File: config.mk
export PLATFORM = sky130hd
export DESIGN_NAME = fetch_ctrl
export DESIGN_NICKNAME = d
export VERILOG_FILES = /design/src/rtl/fetch_ctrl.sv
export SDC_FILE = /design/constraint.sdc
export NUM_CORES = 1
export LEC_CHECK = 0
export BUFFER_PORTS_ARGS = -buffer_cell sky130_fd_sc_hd__buf_4
export CAP_MARGIN = 10
export CELL_PAD_IN_SITES_DETAIL_PLACEMENT = 1
export CELL_PAD_IN_SITES_GLOBAL_PLACEMENT = 2
export CORE_ASPECT_RATIO = 1.75
export CORE_MARGIN = 10
export CORE_UTILIZATION = 26
export DETAILED_ROUTE_END_ITERATION = 12
export GPL_ROUTABILITY_DRIVEN = 0
export PLACE_DENSITY_LB_ADDON = 0.08
export SETUP_SLACK_MARGIN = 0.4
export SYNTH_ARGS = -nofsm -noshare
export SYNTH_HDL_FRONTEND = slang
export SYNTH_SLANG_ARGS = --single-unit
File: constraint.sdc
create_clock -name clk -period 2.7 [get_ports clk]
set_input_delay 0.54 -clock clk [delete_from_list [all_inputs] [get_ports clk]]
set_output_delay 0.54 -clock clk [all_outputs]
set_load 0.02 [all_outputs]
File: src/rtl/fetch_ctrl.sv
// Instruction fetch sequencer: owns the fetch PC, keeps at most one request in flight on
// the req/gnt/rvalid bus, buffers one instruction for decode and applies flush/JAL redirects.
module fetch_ctrl #(
   parameter int XLEN = 32,
   parameter int ILEN = 32
) (
   input  logic            clk,
   input  logic            rst_n,
   input  logic [XLEN-1:0] start_address,
   input  logic            flush_i,
   input  logic [XLEN-1:0] flush_pc_i,
   input  logic            jal_i,
   input  logic [XLEN-1:0] jal_target_i,
   output logic            imem_req_o,
   output logic [XLEN-1:0] imem_addr_o,
   input  logic            imem_gnt_i,
   input  logic            imem_rvalid_i,
   input  logic [ILEN-1:0] imem_rdata_i,
   output logic            instr_valid_o,
   output logic [ILEN-1:0] instr_o,
   output logic [XLEN-1:0] instr_pc_o,
   input  logic            instr_ready_i
);

   localparam logic [1:0] ST_BOOT = 2'd0;
   localparam logic [1:0] ST_REQ  = 2'd1;
   localparam logic [1:0] ST_WAIT = 2'd2;
   localparam logic [1:0] ST_KILL = 2'd3;

   localparam logic [XLEN-1:0] PC_STEP = XLEN'(4);

   logic [1:0]      state_q, state_d;
   logic [XLEN-1:0] fetch_pc_q, fetch_pc_d;
   logic [XLEN-1:0] req_pc_q, req_pc_d;
   logic [XLEN-1:0] instr_pc_q, instr_pc_d;
   logic [ILEN-1:0] instr_q, instr_d;
   logic            instr_valid_q, instr_valid_d;

   logic            accept;
   logic            grant;
   logic            flush_take;
   logic            jal_take;
   logic            redirect;
   logic [XLEN-1:0] redirect_pc;

   // A new request is only issued when the buffer is empty or being drained this cycle,
   // so a response can always land in the buffer without a second slot.
   assign imem_req_o    = (state_q == ST_REQ) && (!instr_valid_q || instr_ready_i);
   assign imem_addr_o   = fetch_pc_q;
   assign instr_valid_o = instr_valid_q;
   assign instr_o       = instr_q;
   assign instr_pc_o    = instr_pc_q;

   always_comb begin
      accept      = instr_valid_q && instr_ready_i;
      grant       = imem_req_o && imem_gnt_i;
      flush_take  = flush_i && (state_q != ST_BOOT);
      jal_take    = jal_i && accept && !flush_i && (state_q != ST_BOOT);
      redirect    = flush_take || jal_take;
      redirect_pc = flush_i ? flush_pc_i : jal_target_i;

      state_d       = state_q;
      fetch_pc_d    = fetch_pc_q;
      req_pc_d      = req_pc_q;
      instr_pc_d    = instr_pc_q;
      instr_d       = instr_q;
      instr_valid_d = instr_valid_q;

      if (accept) begin
         instr_valid_d = 1'b0;
      end

      case (state_q)
         ST_BOOT: begin
            fetch_pc_d = {start_address[XLEN-1:2], 2'b00};
            state_d    = ST_REQ;
         end
         ST_REQ: begin
            if (grant) begin
               req_pc_d   = fetch_pc_q;
               fetch_pc_d = fetch_pc_q + PC_STEP;
               state_d    = ST_WAIT;
            end
         end
         ST_WAIT: begin
            if (imem_rvalid_i) begin
               if (!redirect) begin
                  instr_d       = imem_rdata_i;
                  instr_pc_d    = req_pc_q;
                  instr_valid_d = 1'b1;
               end
               state_d = ST_REQ;
            end
         end
         ST_KILL: begin
            if (imem_rvalid_i) begin
               state_d = ST_REQ;
            end
         end
         default: state_d = ST_BOOT;
      endcase

      // Redirect wins over sequential flow; any fetch still on the bus afterwards is stale.
      if (redirect) begin
         fetch_pc_d = {redirect_pc[XLEN-1:2], 2'b00};
         if (flush_take) begin
            instr_valid_d = 1'b0;
         end
         if (grant || (((state_q == ST_WAIT) || (state_q == ST_KILL)) && !imem_rvalid_i)) begin
            state_d = ST_KILL;
         end else begin
            state_d = ST_REQ;
         end
      end
   end

   always_ff @(posedge clk) begin
      if (!rst_n) begin
         state_q       <= ST_BOOT;
         fetch_pc_q    <= '0;
         req_pc_q      <= '0;
         instr_pc_q    <= '0;
         instr_q       <= '0;
         instr_valid_q <= 1'b0;
      end else begin
         state_q       <= state_d;
         fetch_pc_q    <= fetch_pc_d;
         req_pc_q      <= req_pc_d;
         instr_pc_q    <= instr_pc_d;
         instr_q       <= instr_d;
         instr_valid_q <= instr_valid_d;
      end
   end

endmodule
==> summary.txt, run 1 <==
Timing
  – Period utilisation layout: 81.3%
  – Total negative slack: 0 ps
  – Final setup fails: 0
  – Clk_skew: 11.9 ps
  – WHS: 370 ps
  – Slew Limit Headroom: 40.0%
  – RSZ-0062 raised after global routing: no
  – Fmax: 455 MHz
  – Final min period: 2200 ps
  – Slew @ Worst Pin: 897 ps
  – Fin. Hold Viols: 0
  – Slew Limit Fails: 0

Route
  – Drt via density: 4.88
  – Post-Route WL: 25200 µm
  – DRC violations left: 0
  – DR vias: 6465
  – Antenna violation net count after detailed routing: 0
  – DRT iter0 DRCs: 305
  – DR pass1 iterations: 4
  – WL/cell: 19.0 µm

GRT
  – Initial antenna violation count: 0
  – Largest net degree at the start of global routing: 65
  – First-pass GRT wire length: 39100 µm
  – Vias in the first global route: 6714
  – GRT Total Usage: 16.3%
  – Overflow after GRT: 0

Critical path
  – Reg2Reg Depth: 5
  – CP peak stage delay: 400 ps
  – Crit path max fanout: 25
  – CP bufs+invs: 3
  – CP Capture Type: output port
  – CP arrival: 1660 ps
  – WS Path Type: reg -> out
  – CP Data Required Time: 2160 ps
  – Worst-path cell chain: buf_4 > nand2b_1 > buf_8 > nor2_1 > buf_4
  – Largest delay contributor family on the critical path: buffers and inverters
  – R2r setup slk: 570 ps
  – Slowest-stage cell, CP: dfxtp_1
  – Reg-to-Reg End: imem_addr_o[29]
  – Cell mode on critical path: buf_4
  – Worst r2r src: imem_addr_o[4]
  – Startpoint types: register

Yosys
  – #FFs+latches synth: 131
  – Synthesized Nets: 939
  – Top FF cell, synth: dfxtp_1
  – Async set-reset flop share out of synthesis: 0%
  – Post-synth design cell area: 6110 µm²
  – Syn_area_per_cell: 7.61 µm²
  – Count of different cell masters after synthesis: 64
  – Synth warnings: 0
  – Syn Inst Count: 803
  – Post-synthesis sequential area ratio: 42.9%
  – Number of synthesized flops with an enable pin: 0

Outcome
  – Status: finished clean

Floorplanning
  – I/O pin cnt: 233
  – Rows: 74
  – Die extent in x: 136 µm
  – Initial Util: 26.3%
  – Core ar.: 23200 µm²
  – Die height: 223 µm
  – Die area: 30300 µm²

Clocking
  – Root Driver: clkbuf_16
  – Clk sinks: 131
  – CTS tree: done
  – Reg clk slew, reported paths: 50 ps
  – CTS Buf Count: 17
  – CTS max path bufs: 2
  – Htree depth: 4
  – Clk_lat worst skew: 420 ps

Layout
  – Design area: 8730 µm²
  – Ant. Diodes: 0
  – Layout Area Growth over Synthesis: 42.9%
  – Register area: 2620 µm²
  – Multi-input logic area: 3200 µm²
  – Fin nets: 1146
  – Fillers: 2866
  – Fraction of layout cells with a size suffix above 1: 29.2%

Placed design
  – Dpl hpwl: 19000 µm
  – Placed inst area: 8180 µm²
  – PortBufs: 226

Power
  – Power Dens Cells: 583 nW/µm²
  – Leakage Power: 3.48 nW
  – Worst vdd ir: 0.449 mV

Min path
  – Hold depth: 3
  – Hold WC Path Type: in -> reg
  – Worst hold start: imem_rdata_i[19]
  – Hold EP: instr_o[19]

Run
  – Max Cap Viol: 0
==> how the worst max path moves through the flow <==
stage | start | to | slack, ps | cells past startpoint
2_1_floorplan | imem_addr_o[2] | imem_addr_o[24] | 610 | 7
4_1_cts | state_q[0] | imem_req_o | 460 | 4
3_5_place_dp | instr_ready_i | imem_addr_o[14] | 280 | 6
5_1_grt | state_q[1] | imem_req_o | 410 | 5
3_3_place_gp | instr_ready_i | imem_addr_o[14] | 310 | 6
6_report | state_q[1] | imem_req_o | 500 | 5
==> metrics by stage <==
step                util (%)  instances  power [W]  setup slack [ps]
finish                  37.6       1325    0.00509               504
global route            37.6       1325    0.00534               407
CTS                     37.5       1325    0.00517               462
detailed placement      35.2       1295    0.00298               277
global placement        35.2       1295    0.00298               308
floorplan                  -        803    0.00255               608
==> synthesized netlist by cell type (4+ instances only) <==
library cell	n	area, µm²
or3_1	5	31.3
o211ai_1	10	75.1
o2111ai_1	4	35.0
and3_1	5	31.3
nand2b_1	6	37.5
a21boi_0	4	30.0
mux2_2	7	78.8
a221oi_1	4	35.0
o21ai_0	29	145
nor3_1	14	70.1
dfxtp_1	131	2620
mux2i_1	21	210
xnor2_1	7	61.3
nand3_1	20	100
and4_1	5	43.8
a21oi_1	118	591
a31oi_1	13	81.3
nor2_1	31	116
nand4_1	9	56.3
o22ai_1	5	31.3
clkbuf_1	45	169
nand2_1	230	863
nor4_1	7	43.8
buf_2	16	80.1
==> routing by layer <==
layer	global-route usage [%]	up-vias	share of wire, %
met5	0	-	0
met4	5.48	0	2.2
met3	5.24	24	6.0
met2	27.8	184	50
met1	18.6	3040	42
li1	-	3217	-
==> worst min-delay path: cells and delay by family <==
kind	cells	cell delay, ps
buffers and inverters	1	110
and+or+nand+nor	1	40
AOI/OAI and AO/OA	1	50
==> area by class of cell <==
class | instances | area share, %
multi-input combinational | 601 | 36.6
sequential | 131 | 30.1
timing repair buffer | 255 | 22.6
clock buffer | 25 | 5.56
tap | 304 | 4.36
clock inverter | 5 | 0.602
inverter | 4 | 0.201
==> placed cells by master (no fill, tap or decap), types with 6 or more instances in the layout <==
| cell | instances |
|---|---|
| o211ai_1 | 10 |
| clkbuf_16 | 17 |
| nand2b_1 | 6 |
| mux2_2 | 7 |
| o21ai_0 | 29 |
| nor2_1 | 31 |
| nand2_1 | 230 |
| nor3_1 | 14 |
| nor4_1 | 7 |
| nand4_1 | 9 |
| xnor2_1 | 7 |
| a31oi_1 | 13 |
| mux2i_1 | 21 |
| a21oi_1 | 118 |
| nand3_1 | 19 |
| buf_4 | 250 |
| dfxtp_1 | 130 |
==> registers in the layout (all words and copies together) (netlist names) <==
signal,cells
imem_addr_o,32
req_pc_q,32
state_q,2
instr_valid_o,1
instr_o,32
instr_pc_o,32
==> report_power, final <==
group / switching (W) / internal, W
logic: 0.000441 / 0.000375
clock network: 0.000836 / 0.00132
registers: 0.000107 / 0.00201
total: 0.00138 / 0.00371
==> cells by family after synthesis <==
| kind of cell | count (synthesis) | share of synthesized area, % |
|---|---|---|
| AOI/OAI and AO/OA | 221 | 21.9 |
| buffers and inverters | 71 | 4.98 |
| xor gates and xnor gates | 9 | 1.29 |
| adders and majority gates | 1 | 0.205 |
| and+or+nand+nor | 342 | 24.0 |
| muxes | 28 | 4.73 |
| DFF | 131 | 42.9 |
==> repair_timing <==
item,in CTS,in global routing
gates resized for setup,1,4
gates cloned,0,0
endpoints found under the setup margin,1,6
buffers inserted,0,0
hold buffers,0,0
Note: power is estimated with default switching activity, not from simulation.
==> inputs of run 2 (changes only) <==
clock period = 2.2 ns   (was 2.7 ns; I/O delays follow)
==> run 2 against run 1 <==
Global-route usage rose by 0.27 points. Largest power group unchanged. Total power rose by 31%. Sequential power rose by 21%. Cell count rose by 4.6%.
==> summary.txt, run 2 (synthesis results as in run 1) <==
Outcome
  – Status: finished clean

Placed design
  – Placed cell count: 1320 (+1.9%)
  – Dpl hpwl: 19300 µm (+1.7%)
  – PortBufs: 226 (unchanged)

Clocking
  – Clk_lat worst skew: 420 ps (about the same)
  – CTS tree: done
  – Clk sinks: 131 (unchanged)
  – Htree depth: 4 (unchanged)
  – CTS max path bufs: 2 (unchanged)
  – Cts hold-fix bufs: 0 (unchanged)
  – CTS Buf Count: 17 (unchanged)
  – Root Driver: clkbuf_16
  – Reg clk slew, reported paths: 60 ps (about the same)

Power
  – Power Dens Cells: 697 nW/µm² (+19%)
  – Seq pwr share: 38.3% (-3.2 points)
  – Sw frac: 26.2% (-1.0 points)
  – Worst vdd ir: 0.502 mV (+12%)
  – Clk network pwr share: 43.4% (+1.0 points)
  – Comb pwr share: 18.3% (+2.3 points)
  – Power Internal: 0.00494 W (+33%)
  – Leakage Power: 3.97 nW (+14%)
  – NetSw: 0.00175 W (+26%)

Layout
  – Most common cell after layout, fill and taps aside: buf_4
  – Fin nets: 1207 (+5.3%)
  – Cell Count, Final, Fillers Out: 1386 (+4.6%)
  – Core Util, Final: 41.3% (+3.8 points)
  – Layout Area Growth over Synthesis: 57.2%
  – Fraction of layout cells with a size suffix above 1: 37.7% (+8.5 points)
  – Fillers: 2838 (-0.98%)
  – Commonest non-fill, non-tap cells in the layout: buf_4 (300), nand2_1 (227), dfxtp_1 (118)

Timing
  – Final setup fails: 0 (unchanged)
  – Slew Limit Fails: 0 (unchanged)
  – Slew @ Worst Pin: 487 ps (-410 ps)
  – Final min period: 1810 ps
  – Total negative slack: 0 ps (unchanged)
  – RSZ-0062 raised after global routing: yes
  – Clk_skew: 10.1 ps (-1.89 ps)
  – Slew Limit Headroom: 67.4% (+27 points)
  – Period utilisation layout: 82.3%
  – Fin. Hold Viols: 0 (unchanged)
  – Fmax: 552 MHz

GRT
  – Largest net degree at the start of global routing: 65 (unchanged)
  – Initial antenna violation count: 1 (+1)
  – Overflow after GRT: 0 (unchanged)
  – First-pass GRT wire length: 40200 µm (+2.9%)
  – Vias in the first global route: 6938 (+3.3%)
  – GRT Total Usage: 16.6% (+0.27 points)

Floorplanning
  – Die area: 30300 µm² (unchanged)
  – Die extent in x: 136 µm (unchanged)
  – Core ar.: 23200 µm² (unchanged)
  – Initial Util: 26.3% (unchanged)
  – Die height: 223 µm (unchanged)
  – I/O pin cnt: 233 (unchanged)
  – Rows: 74 (unchanged)

Critical path
  – CP arrival: 2180 ps (+520 ps)
  – CP Data Required Time: 2570 ps (+410 ps)
  – Slowest-stage cell, CP: dfxtp_4
  – Crit path to: imem_addr_o[29]
  – Reg-to-Reg End: imem_addr_o[29]
  – Reg2Reg Depth: 7 (+2)
  – Crit path max fanout: 10 (-60%)
  – Crit path from: instr_valid_o
  – Worst r2r src: instr_valid_o
  – WS Path Type: reg -> reg
  – CP Capture Type: register
  – CP peak stage delay: 380 ps (-20 ps)
  – Worst-path cell chain: a31oi_4 > buf_6 > o211a_4 > buf_12 > or3_4 > o41ai_4 > o21a_1
  – Startpoint types: register
  – R2r setup slk: 390 ps (-180 ps)

Route
  – DRT iter0 DRCs: 376 (+23%)
  – DR vias: 6640 (+2.7%)
  – Antenna violation net count after detailed routing: 0 (unchanged)
  – DRC violations left: 0 (unchanged)
  – Drt via density: 4.79 (-1.8%)
  – DR pass1 iterations: 4 (unchanged)
  – WL/cell: 18.8 µm (-1.1%)
  – Post-Route WL: 26000 µm (+3.4%)

Run
  – Max Cap Viol: 0 (unchanged)

Min path
  – Hold WC Path Type: in -> reg
-- run 2: cell count changes in the layout (fill, tap and decap cells not counted), sizes merged --
| cell | previous run | this run |
|---|---|---|
| clkinvlp | 1 | 0 |
| diode | 0 | 1 |
| bufinv | 1 | 3 |
| clkinv | 3 | 2 |
| buf | 255 | 315 |
-- run 2: stage by stage --
| stage | total power, W | setup WS [ps] | hold WS [ps] | instance area (µm²) |
|---|---|---|---|---|
| global route | 0.00698 | 324 | 261 | 9600 |
| detailed placement | 0.00373 | 146 | 447 | 8450 |
| finish | 0.00669 | 388 | 263 | 9600 |
| floorplan | 0.00314 | 332 | 432 | 6150 |
| CTS | 0.00670 | 344 | 249 | 9200 |
| global placement | 0.00373 | 177 | 441 | 8450 |
-- run 2: final cells by class --
type	instances	area (µm²)	share of cell area (%)
inverter	4	17.5	0.182
multi-input combinational	601	3430	35.8
clock inverter	5	100	1.04
clock buffer	24	492	5.12
timing repair buffer	316	2520	26.2
sequential	131	2660	27.7
antenna	1	2.50	0.0261
tap	304	380	3.96
-- run 2: worst min-delay path by stage --
stage / startpoint / endpoint / slack (ps) / depth (start not counted)
after floorplan: req_pc_q[31] / instr_pc_o[31] / 430 / 2
after global placement: req_pc_q[28] / instr_pc_o[28] / 440 / 2
after detailed placement: req_pc_q[10] / req_pc_q[10] / 450 / 2
after CTS: imem_rdata_i[14] / instr_o[14] / 250 / 3
after global routing: imem_rdata_i[13] / instr_o[13] / 260 / 3
final: imem_rdata_i[20] / instr_o[20] / 260 / 3
-- run 2: per-layer routing --
| metal | up-vias | routed length [µm] | track usage, % |
|---|---|---|---|
| li1 | 3346 | - | - |
| met1 | 3086 | 10500 | 18.8 |
| met2 | 180 | 13500 | 28.8 |
| met3 | 28 | 1540 | 4.70 |
| met4 | 0 | 484 | 5.45 |
| met5 | - | 0 | 0 |
-- run 2: worst max-delay path: cells and delay by family (launching register included) --
kind	cells	cell delay, ps
compound gates	4	760
buf+inv	2	280
flops	1	380
simple gates	1	340
-- run 2: power by group through the flow --
stage | Sequential [W] | Combinational (W) | Clock, W
CTS | 0.00256 | 0.00115 | 0.00299
finish | 0.00256 | 0.00122 | 0.00290
floorplan | 0.00268 | 0.000455 | 0
global route | 0.00258 | 0.00133 | 0.00307
global placement | 0.00262 | 0.00111 | 0
detailed placement | 0.00262 | 0.00111 | 0
-- run 2: what timing repair did --
action                                  in CTS  in global routing
resized for setup                           20                 47
buffers inserted                            10                 25
gates cloned                                 0                  1
endpoints found under the setup margin      94                 23
pin swaps                                    6                 20
==> inputs of run 3 (changes only) <==
ABC_AREA = 1   (was unset)
CORE_UTILIZATION = 25   (was 26)
clock period = 1.8 ns   (was 2.2 ns; I/O delays follow)
==> run 3 against run 2 <==
Register-to-register slack worse by 220 ps. Worst hold slack worse by 110 ps. Critical path type is now reg -> out. Combinational power is 94% higher.
==> summary.txt, run 3 <==
Outcome
  – Status: finished clean

Floorplanning
  – Die extent in x: 139 µm (+2.5%)
  – Initial Util: 25.3% (-1.0 points)
  – Rows: 76 (+2.7%)
  – Die height: 229 µm (+2.7%)
  – Die area: 31900 µm² (+5.3%)
  – I/O pin cnt: 233 (unchanged)
  – Core ar.: 24600 µm² (+6.0%)

Timing
  – Slew Limit Headroom: 70.7% (+3.3 points)
  – Clk_skew: 6.13 ps (-3.94 ps)
  – Final setup fails: 0 (unchanged)
  – Final setup margin: 152 ps (-236 ps)
  – Slew @ Worst Pin: 440 ps (-47.6 ps)
  – Fin. Hold Viols: 0 (unchanged)
  – Period utilisation layout: 91.6%
  – Fmax: 607 MHz
  – RSZ-0062 raised after global routing: yes
  – Slew Limit Fails: 0 (unchanged)
  – Final min period: 1650 ps

Yosys
  – Most numerous cell in the Yosys netlist: nor2_1
  – Count of different cell masters after synthesis: 29 (-55%)
  – Number of synthesized flops with an enable pin: 0 (unchanged)
  – Ranking of synthesized cells by area: dfxtp_1 (42%), nor2_1 (12%), nand2_1 (11%)
  – Post-synth design cell area: 6230 µm² (+1.9%)
  – #FFs+latches synth: 131 (unchanged)
  – Share of the synthesized area in the top cell type: 42.1% (-0.82 points)
  – Largest area contributor in the netlist: dfxtp_1
  – Synth cell count leaders: nor2_1 (207), nand2_1 (189), o21ai_0 (136)
  – Syn_area_per_cell: 6.50 µm² (-15%)
  – Post-synthesis sequential area ratio: 42.1% (-0.82 points)
  – Top FF cell, synth: dfxtp_1
  – Synth warnings: 0 (unchanged)
  – Syn Inst Count: 958 (+19%)
  – Synthesized Nets: 1094 (+17%)
  – Async set-reset flop share out of synthesis: 0% (unchanged)

Power
  – Worst vdd ir: 0.636 mV (+27%)
  – Design Power: 0.00902 W (+35%)
  – Power Dens Cells: 772 nW/µm² (+11%)
  – Leakage Power: 4.96 nW (+25%)

GRT
  – GRT Total Usage: 20.0% (+3.5 points)
  – Largest net degree at the start of global routing: 58 (-11%)
  – Vias in the first global route: 8246 (+19%)
  – Overflow after GRT: 0 (unchanged)
  – Initial antenna violation count: 0 (-1)
  – First-pass GRT wire length: 49700 µm (+23%)

Critical path
  – Crit path max fanout: 4 (-6)
  – CP Data Required Time: 1440 ps (-1130 ps)
  – Reg2Reg Depth: 10 (+3)
  – Reg-to-Reg End: imem_addr_o[10]
  – Startpoint types: register
  – Worst r2r src: state_q[1]
  – CP arrival: 1290 ps (-890 ps)
  – R2r setup slk: 170 ps (-220 ps)
  – WS Path Type: reg -> out
  – CP Capture Type: output port

Route
  – Antenna violation net count after detailed routing: 0 (unchanged)
  – Met3 wire len: 1470 µm (-4.5%)
  – Metal2 WL: 18800 µm (+40%)
  – Uppermost layer routed: met4
  – DR vias: 7641 (+15%)
  – Post-Route WL: 32900 µm (+26%)
  – WL/cell: 20.5 µm (+9.1%)
  – DRT iter0 DRCs: 237 (-37%)
  – DRC violations left: 0 (unchanged)
  – Drt via density: 4.76 (-0.63%)
  – DR pass1 iterations: 4 (unchanged)
  – Routed met1 length: 11300 µm (+7.4%)

Min path
  – Hold EP: instr_o[29]
  – Hold depth: 3 (unchanged)
  – Hold WC Path Type: in -> reg
  – Worst hold start: imem_rdata_i[29]

Clocking
  – CTS tree: done
  – CTS Buf Count: 17 (unchanged)
  – CTS max path bufs: 2 (unchanged)
  – Reg clk slew, reported paths: 60 ps (about the same)
  – Htree depth: 4 (unchanged)
  – Clk sinks: 131 (unchanged)
  – Clk_lat worst skew: 420 ps (about the same)
  – Cts hold-fix bufs: 0 (unchanged)
  – Root Driver: clkbuf_16

Layout
  – Commonest non-fill, non-tap cells in the layout: buf_4 (273), nand2_1 (176), nor2_1 (136)
  – Fillers: 2968 (+4.6%)
  – Ant. Diodes: 0 (-1)
  – Fraction of layout cells with a size suffix above 1: 48.1% (+10 points)
  – Fin nets: 1417 (+17%)
  – Layout Area Growth over Synthesis: 87.4%
  – Most common cell after layout, fill and taps aside: buf_4

Placed design
  – Dpl ws: -34.1 ps (-180 ps)
  – PortBufs: 226 (unchanged)
  – Dpl hpwl: 20600 µm (+6.8%)

Run
  – Max Cap Viol: 0 (unchanged)
## run 3: cell count changes in the layout (fill, tap and decap cells not counted), moves of 27 or more
cell	previous run	this run
a21oi_1	117	69
a21oi_2	1	40
buf_4	300	273
buf_6	6	37
inv_1	3	58
nand2_1	227	176
nor2_1	28	136
nor2_4	1	52
o21ai_1	2	34
o21ai_2	0	45
## run 3: what timing repair did
item,in CTS,in global routing
setup buffers,42,16
gates resized for setup,309,160
pin swaps,46,46
endpoints found under the setup margin,129,149
gates cloned,22,4
endpoints found under the hold margin,0,0
## run 3: layout make-up
class / count / area [µm²] / share of cell area [%]
clock buffer: 19 / 453 / 3.88
clock inverter: 12 / 109 / 0.933
inverter: 67 / 310 / 2.66
multi-input combinational: 705 / 4100 / 35.1
sequential: 131 / 2710 / 23.3
tap: 312 / 390 / 3.34
timing repair buffer: 357 / 3560 / 30.5
timing repair inverter: 2 / 31.3 / 0.268
## run 3: cells by family after synthesis
family                     Yosys count  synth area share, %
adders and majority gates            1                0.201
AOI/OAI and AO/OA                  253                 20.5
and+or+nand+nor                    446                 28.6
xor gates and xnor gates             4                0.563
DFF                                131                 42.1
buffers and inverters              122                 7.85
muxes                                1                0.161
## run 3: power by group
part	leakage, nW	switching (W)	total [W]	internal [W]
logic	3.60	0.00125	0.00237	0.00112
registers	1.09	0.000208	0.00330	0.00309
clock network	0.275	0.00139	0.00335	0.00196
## run 3: per-layer routing
layer,global-route usage [%],up-vias
met4,8.57,0
met2,39.2,184
met3,4.60,56
met5,0,-
li1,-,3754
met1,19.2,3647
## run 3: how the worst max path moves through the flow
stage                        startpoint               to  slack, ps  cells after the start
after floorplan                   jal_i    instr_pc_o[3]        390                      9
after global routing         state_q[0]       imem_req_o         90                      6
final                        state_q[1]       imem_req_o        150                      5
after detailed placement  instr_ready_i  imem_addr_o[10]        -30                      9
after global placement    instr_ready_i  imem_addr_o[13]         30                      9
after CTS                    state_q[0]       imem_req_o        100                      6
## run 3: stage by stage
stage	setup TNS [ps]	utilization [%]	hold slack [ps]	cell area [µm²]	std cells
6_report	0	47.4	157	11700	1605
5_1_grt	0	47.4	149	11700	1605
4_1_cts	0	44.7	136	11000	1585
3_5_place_dp	-82.9	35.0	446	8620	1490
3_3_place_gp	0	35.0	440	8620	1490
2_1_floorplan	0	-	430	6340	958
## run 3: worst max-delay path: stages (launching register included)
cell       delay (ps)
dfxtp_4           370
nor2_8            120
clkbuf_16         150
inv_12             30
nor2_4             70
buf_6             120
